### src/rtl/fault_mon_pkg.sv
// Shared types and channel map for the fault monitor: escalation states,
// fault-source channel indices and small sizing helpers.
package fault_mon_pkg;

  typedef enum logic [1:0] {
    NORMAL   = 2'b00,
    DEGRADED = 2'b01,
    HALT     = 2'b10
  } mon_state_t;

  localparam int CH_IMEM_S = 0;
  localparam int CH_IMEM_D = 1;
  localparam int CH_DMEM_S = 2;
  localparam int CH_DMEM_D = 3;
  localparam int CH_ALU    = 4;
  localparam int CH_MUX    = 5;
  localparam int CH_SPARE0 = 6;
  localparam int CH_SPARE1 = 7;

  // Index width that stays legal for a single-channel build.
  function automatic int idx_width(input int n);
    return (n > 1) ? $clog2(n) : 1;
  endfunction

endpackage

### src/rtl/fault_chan_ctr.sv
// One fault channel: optional rising-edge detect, saturating event counter
// and sticky flag, with a per-channel clear that loses to a coincident event.
module fault_chan_ctr #(
  parameter int CNT_W     = 8,
  parameter bit EDGE_MODE = 1'b1
) (
  input  logic             clk,
  input  logic             rst_n,
  input  logic             fault_in,
  input  logic             clr,
  output logic             ev,
  output logic [CNT_W-1:0] cnt,
  output logic [CNT_W-1:0] cnt_nxt,
  output logic             sticky,
  output logic             sticky_nxt
);

  logic             fault_q_r;
  logic [CNT_W-1:0] cnt_r;
  logic             sticky_r;
  logic             ev_s;
  logic [CNT_W-1:0] cnt_nxt_s;
  logic             sticky_nxt_s;

  // Event detect and post-update counter/sticky values.
  always_comb begin
    ev_s         = EDGE_MODE ? (fault_in & ~fault_q_r) : fault_in;
    cnt_nxt_s    = cnt_r;
    sticky_nxt_s = sticky_r;
    if (ev_s) begin
      sticky_nxt_s = 1'b1;
      if (clr) begin
        cnt_nxt_s = CNT_W'(1'b1);
      end else if (cnt_r != {CNT_W{1'b1}}) begin
        cnt_nxt_s = cnt_r + CNT_W'(1'b1);
      end else begin
        cnt_nxt_s = cnt_r;
      end
    end else if (clr) begin
      cnt_nxt_s    = {CNT_W{1'b0}};
      sticky_nxt_s = 1'b0;
    end else begin
      cnt_nxt_s    = cnt_r;
      sticky_nxt_s = sticky_r;
    end
  end

  // Channel state registers; the edge history is not touched by clears.
  always_ff @(posedge clk or negedge rst_n) begin
    if (!rst_n) begin
      fault_q_r <= 1'b0;
      cnt_r     <= {CNT_W{1'b0}};
      sticky_r  <= 1'b0;
    end else begin
      fault_q_r <= fault_in;
      cnt_r     <= cnt_nxt_s;
      sticky_r  <= sticky_nxt_s;
    end
  end

  assign ev         = ev_s;
  assign cnt        = cnt_r;
  assign cnt_nxt    = cnt_nxt_s;
  assign sticky     = sticky_r;
  assign sticky_nxt = sticky_nxt_s;

endmodule

### src/rtl/fault_monitor_unit.sv
// Fault monitor top: per-channel counters, first-fault capture, free-running
// timestamp, NORMAL/DEGRADED/HALT escalation and registered readback.
module fault_monitor_unit
  import fault_mon_pkg::*;
#(
  parameter int          NUM_CH     = 8,
  parameter int          CNT_W      = 8,
  parameter int          THRESH     = 4,
  parameter logic [31:0] FATAL_MASK = 32'h0000_000A,
  parameter bit          EDGE_MODE  = 1'b1,
  parameter int          TS_W       = 16,
  localparam int         IDX_W      = idx_width(NUM_CH)
) (
  input  logic              clk,
  input  logic              rst,
  input  logic [NUM_CH-1:0] fault_in,
  input  logic              clear_req,
  input  logic              clear_all,
  input  logic [IDX_W-1:0]  clear_ch,
  output logic              clear_ack,
  input  logic [IDX_W-1:0]  rd_sel,
  output logic [CNT_W-1:0]  rd_count,
  output logic [NUM_CH-1:0] sticky_status,
  output logic              any_fault,
  output logic              first_valid,
  output logic [IDX_W-1:0]  first_ch,
  output logic [TS_W-1:0]   first_ts,
  output logic [1:0]        mon_state,
  output logic              halt_req
);

  localparam logic [NUM_CH-1:0] FATAL_C  = FATAL_MASK[NUM_CH-1:0];
  localparam logic [CNT_W-1:0]  THRESH_C = CNT_W'(THRESH);

  logic              clr_all_s;
  logic              clr_one_s;
  logic [NUM_CH-1:0] clr_vec_s;
  logic [NUM_CH-1:0] ev_s;
  logic [NUM_CH-1:0] sticky_s;
  logic [NUM_CH-1:0] sticky_nxt_s;
  logic [CNT_W-1:0]  cnt_s     [NUM_CH];
  logic [CNT_W-1:0]  cnt_nxt_s [NUM_CH];

  logic              halt_s;
  logic              degr_s;
  logic              any_ev_s;
  logic [IDX_W-1:0]  first_idx_s;
  mon_state_t        base_s;
  mon_state_t        state_nxt_s;

  mon_state_t        state_r;
  logic              halt_req_r;
  logic              clear_ack_r;
  logic              any_fault_r;
  logic [CNT_W-1:0]  rd_count_r;
  logic [TS_W-1:0]   ts_r;
  logic              first_valid_r;
  logic [IDX_W-1:0]  first_ch_r;
  logic [TS_W-1:0]   first_ts_r;

  assign clr_all_s = clear_req & clear_all;
  assign clr_one_s = clear_req & ~clear_all;

  // Decode the clear request into per-channel clear strobes.
  always_comb begin
    clr_vec_s = {NUM_CH{1'b0}};
    for (int i = 0; i < NUM_CH; i++) begin
      if (clr_all_s || (clr_one_s && (int'(clear_ch) == i))) begin
        clr_vec_s[i] = 1'b1;
      end else begin
        clr_vec_s[i] = 1'b0;
      end
    end
  end

  for (genvar g = 0; g < NUM_CH; g++) begin : g_ch
    fault_chan_ctr #(
      .CNT_W     (CNT_W),
      .EDGE_MODE (EDGE_MODE)
    ) u_chan (
      .clk        (clk),
      .rst_n      (rst),
      .fault_in   (fault_in[g]),
      .clr        (clr_vec_s[g]),
      .ev         (ev_s[g]),
      .cnt        (cnt_s[g]),
      .cnt_nxt    (cnt_nxt_s[g]),
      .sticky     (sticky_s[g]),
      .sticky_nxt (sticky_nxt_s[g])
    );
  end

  // Escalation causes and lowest-index active channel for first-fault capture.
  always_comb begin
    halt_s      = 1'b0;
    degr_s      = 1'b0;
    any_ev_s    = 1'b0;
    first_idx_s = {IDX_W{1'b0}};
    for (int i = NUM_CH - 1; i >= 0; i--) begin
      if (ev_s[i]) begin
        any_ev_s    = 1'b1;
        first_idx_s = IDX_W'(i);
        if (FATAL_C[i] || (cnt_nxt_s[i] >= THRESH_C)) begin
          halt_s = 1'b1;
        end else begin
          degr_s = 1'b1;
        end
      end else if (cnt_nxt_s[i] >= THRESH_C) begin
        halt_s = 1'b1;
      end else begin
        halt_s = halt_s;
      end
    end
  end

  // Next-state logic; clear_all restarts evaluation from NORMAL.
  always_comb begin
    if (clr_all_s) begin
      base_s = NORMAL;
    end else begin
      base_s = state_r;
    end
    state_nxt_s = base_s;
    case (base_s)
      NORMAL: begin
        if (halt_s) begin
          state_nxt_s = HALT;
        end else if (degr_s) begin
          state_nxt_s = DEGRADED;
        end else begin
          state_nxt_s = NORMAL;
        end
      end
      DEGRADED: begin
        if (halt_s) begin
          state_nxt_s = HALT;
        end else if (clr_one_s && (sticky_nxt_s == {NUM_CH{1'b0}})) begin
          state_nxt_s = NORMAL;
        end else begin
          state_nxt_s = DEGRADED;
        end
      end
      HALT:    state_nxt_s = HALT;
      default: state_nxt_s = HALT;
    endcase
  end

  // State register and the halt request derived from it.
  always_ff @(posedge clk or negedge rst) begin
    if (!rst) begin
      state_r    <= NORMAL;
      halt_req_r <= 1'b0;
    end else begin
      state_r    <= state_nxt_s;
      halt_req_r <= (state_nxt_s == HALT);
    end
  end

  // Timestamp, first-fault record, clear handshake and readback registers.
  always_ff @(posedge clk or negedge rst) begin
    if (!rst) begin
      ts_r          <= {TS_W{1'b0}};
      first_valid_r <= 1'b0;
      first_ch_r    <= {IDX_W{1'b0}};
      first_ts_r    <= {TS_W{1'b0}};
      clear_ack_r   <= 1'b0;
      any_fault_r   <= 1'b0;
      rd_count_r    <= {CNT_W{1'b0}};
    end else begin
      if (clr_all_s) begin
        ts_r <= {TS_W{1'b0}};
      end else if (ts_r != {TS_W{1'b1}}) begin
        ts_r <= ts_r + TS_W'(1'b1);
      end
      // A clear_all in the same cycle as an event re-arms capture for that event.
      if ((!first_valid_r || clr_all_s) && any_ev_s) begin
        first_valid_r <= 1'b1;
        first_ch_r    <= first_idx_s;
        first_ts_r    <= ts_r;
      end else if (clr_all_s) begin
        first_valid_r <= 1'b0;
      end
      clear_ack_r <= clear_req;
      any_fault_r <= |sticky_nxt_s;
      if (int'(rd_sel) < NUM_CH) begin
        rd_count_r <= cnt_s[rd_sel];
      end else begin
        rd_count_r <= {CNT_W{1'b0}};
      end
    end
  end

  assign clear_ack     = clear_ack_r;
  assign rd_count      = rd_count_r;
  assign sticky_status = sticky_s;
  assign any_fault     = any_fault_r;
  assign first_valid   = first_valid_r;
  assign first_ch      = first_ch_r;
  assign first_ts      = first_ts_r;
  assign mon_state     = state_r;
  assign halt_req      = halt_req_r;

endmodule

### config.mk
export PLATFORM = sky130hd
export DESIGN_NAME = fault_monitor_unit
export DESIGN_NICKNAME = d
export VERILOG_FILES = /design/src/rtl/fault_mon_pkg.sv /design/src/rtl/fault_chan_ctr.sv /design/src/rtl/fault_monitor_unit.sv
export SDC_FILE = /design/constraint.sdc
export NUM_CORES = 1
export LEC_CHECK = 0
export CELL_PAD_IN_SITES_DETAIL_PLACEMENT = 1
export CELL_PAD_IN_SITES_GLOBAL_PLACEMENT = 1
export CORE_MARGIN = 1.5
export CORE_UTILIZATION = 30
export CTS_CLUSTER_SIZE = 40
export DETAILED_ROUTE_END_ITERATION = 6
export PLACE_DENSITY_LB_ADDON = 0.1
export SLEW_MARGIN = 0
export SYNTH_ARGS = -nofsm -noshare
export SYNTH_HDL_FRONTEND = slang
export SYNTH_SLANG_ARGS = --single-unit
### constraint.sdc
create_clock -name clk -period 3.45 [get_ports clk]
set_clock_uncertainty 0.15 [all_clocks]
set_input_delay 0.345 -clock clk [delete_from_list [all_inputs] [get_ports clk]]
set_output_delay 0.345 -clock clk [all_outputs]
set_load 0.05 [all_outputs]
==> results.md <==
* Final hold viol count at 0
* Post-route setup slack at 234 ps
* DRT Wirelength at 21,900 microns
* TritonCTS clock tree: built
* Required time of the critical path at 3640 ps
* Total CTS buffers at 17
* Cells after Synth at 660
* DRC Markers at 0
* Die width at 155 microns
* Synthesized net count at 687
* Netlist cell types at 70
* Share of layout cells above drive strength 1 at 15.9%
* Synth warn at 0
* Clock Pin Slew Worst Setup and Hold Paths at 60 ps
* Synth-to-layout area growth at 22.9%
* Core Util, Final at 37.5%
* Gr ovfl total at 0
* Hpwl dp at 16,300 microns
* Crit path capture type: register
* Syn Area/Cell at 10.5 sq um
* Critical Path AT at 3410 ps
* Critical path class: reg2reg
* Initial DRC count at 314
* Fin. max-slew vios at 0
* Final setup viols at 0
* Final TNS setup at 0 ps
* Synth async-reset ratio at 100%
* Clk Latency, worst-skew pair at 430 ps
* # diodes at 0
* First-pass GRT wire length at 35,200 microns
* Crit path launch type: register
* Vias in the first global route at 6,037
* Root buffer cell: clkbuf_16
* Worst-margin pin slew at 783 ps
* Non-filler cells, final at 1,027
* Cell Count Post-Placement at 994
* Minimum clock period at 3220 ps
* Vert. Die Dim at 155 microns
* Core Footprint at 22,600 sq um
* Sink Count at 129
* Via-to-Cell Ratio at 5.52
* Rows at 55
* Num ports at 59
* Pleak at 3.63 nW
* Pin count of the biggest net entering global routing at 74
* Initial antenna violation count at 0
* Initial core utilization at 30.5%
* Detail Route Antenna Nets at 0
* Design Area, Final at 8500 sq um
* CP max FO at 6
* Fin crit share at 93.2%
* Sequential area share after synthesis at 46.7%
* Total track usage at 19.4%
* Relative slew slack at 47.6%
* Port bufs at 58
* Synthesized flop and latch total at 129
* Reg2Reg Setup Slack at 230 ps
* Die area at 24,000 sq um
* Post-synth EDFFs at 0
* Worst hold path type: in2reg
* Initial DRT Pass Iterations at 4
* Pwr per Cell Area at 511 nW/um^2
* Synthesized area at 6920 sq um
* Status: completed
* H-tree depth at 4
* CTS max path bufs at 2
* RSZ-0062 raised after global routing: no
* Placer Congestion at 0.882
* Synth Flop Type: dfrtp_1
* Fin nets at 756
* Max Freq at 0.311 GHz
* Max VDD drop at 0.000342 V
* DP Worst Slack at -102 ps
* Routed wire length per instance at 21.3 microns
* Placed Area at 7890 sq um
* Via count of the routed design at 5,673
* # Max-Cap Violations at 0
==> flip-flops by register name, summed over array words and instances, names as in the netlist <==
| signal | count |
|---|---|
| ts_r | 16 |
| clear_ack | 1 |
| first_ch | 3 |
| g_ch.u_chan.sticky | 8 |
| g_ch.u_chan.fault_q_r | 8 |
| g_ch.u_chan.cnt | 64 |
| first_ts | 16 |
| rd_count | 8 |
| first_valid | 1 |
| halt_req | 1 |
| any_fault | 1 |
| mon_state | 2 |
==> cells in the final DEF (no fill, tap or decap), types with 10 or more instances in the layout <==
master	instances
nand4_1	16
a21oi_1	32
nand2_1	53
inv_1	10
nand3_1	30
nor2b_1	12
mux2_2	25
mux4_2	15
clkdlybuf4s50_1	57
and3_1	20
xor2_1	11
nor3_1	19
mux2i_1	11
dfrtp_1	129
nor2_1	53
a211oi_1	18
clkbuf_16	17
buf_4	24
o21ai_0	12
nand2b_1	11
==> routing by layer <==
layer  track usage [%]  vias to the layer above  part of all wire [%]
li1                  -                     2618                     -
met3              3.95                       32                   4.7
met4              7.92                        0                   2.6
met2              29.9                      133                    45
met1              26.6                     2890                    48
met5                 0                        -                     0
==> critical path, stage by stage, from the launching register on <==
cell and delay [ps]:
dfrtp_1 450, ha_1 280, nand4b_2 200, or4_1 510, and3_4 190, or3_1 340, or4_4 460, nor4_4 200
nand4_2 140, a211oi_2 210
==> per-stage QoR <==
step	total power, mW	hold slack [ps]
after floorplan	2.21	-101
after global placement	2.51	213
after detailed placement	2.52	222
after CTS	4.41	257
after global routing	4.54	265
final	4.34	269
==> cells in the mapped netlist (9+ instances only) <==
| cell type | instances | share of area, % |
|---|---|---|
| mux2_2 | 25 | 4.1 |
| a211oi_1 | 18 | 2.0 |
| o21ai_0 | 12 | 0.87 |
| ha_1 | 9 | 1.6 |
| xnor2_1 | 9 | 1.1 |
| nor2_1 | 53 | 2.9 |
| dfrtp_1 | 129 | 47 |
| nand4_1 | 16 | 1.4 |
| nand2b_1 | 11 | 1.0 |
| nand2_1 | 53 | 2.9 |
| a21oi_1 | 33 | 2.4 |
| inv_1 | 10 | 0.54 |
| nor3_1 | 19 | 1.4 |
| mux2i_1 | 11 | 1.6 |
| clkbuf_1 | 17 | 0.92 |
| and2_1 | 9 | 0.81 |
| and3_1 | 20 | 1.8 |
| nand3_1 | 30 | 2.2 |
| xor2_1 | 11 | 1.4 |
| or3_1 | 9 | 0.81 |
| mux4_2 | 15 | 4.9 |
| nor2b_1 | 12 | 1.1 |
==> area by class of cell <==
cell class | instances | area, sq um
repair buffers | 84 | 792
fillers | 2508 | 14100
multi-input cells | 487 | 3490
well taps | 285 | 357
clock inverters | 15 | 171
clock buffers | 17 | 425
flip-flops and latches | 129 | 3230
inverters | 10 | 37.5
==> cell families after synthesis <==
group / share of synthesized area (%)
and+or+nand+nor: 23.1
muxes: 10.9
adders and majority gates: 1.63
AOI/OAI and AO/OA: 12.2
buffers and inverters: 2.93
DFF: 46.7
xor gates and xnor gates: 2.53
==> power by group <==
part / total [mW] / switching [mW] / internal [mW]
Sequential: 1.74 / 0.118 / 1.62
Combinational: 0.752 / 0.465 / 0.287
Clock: 1.85 / 0.765 / 1.09
==> path summary, 6_finish.rpt <==
| check | startpoint | to | depth (start not counted) |
|---|---|---|---|
| worst max-delay path | g_ch[4].u_chan.cnt[0] | mon_state[0] | 9 |
| worst min-delay path | fault_in[3] | g_ch[3].u_chan.fault_q_r | 1 |
| worst max register to register | g_ch[4].u_chan.cnt[0] | mon_state[0] | 9 |
| worst min register to register | first_ts[8] | first_ts[8] | 1 |
| max in group asynchronous | rst | g_ch[1].u_chan.cnt[0] | 3 |
| min in group asynchronous | rst | g_ch[5].u_chan.cnt[0] | 2 |
==> timing repair <==
item                      4_1_cts  5_1_grt
hold buffers                    1        0
resized for setup               0        0
hold endpoints to repair       56        0
buffers inserted                0        0
No activity file was read; power rests on OpenSTA's default activity.
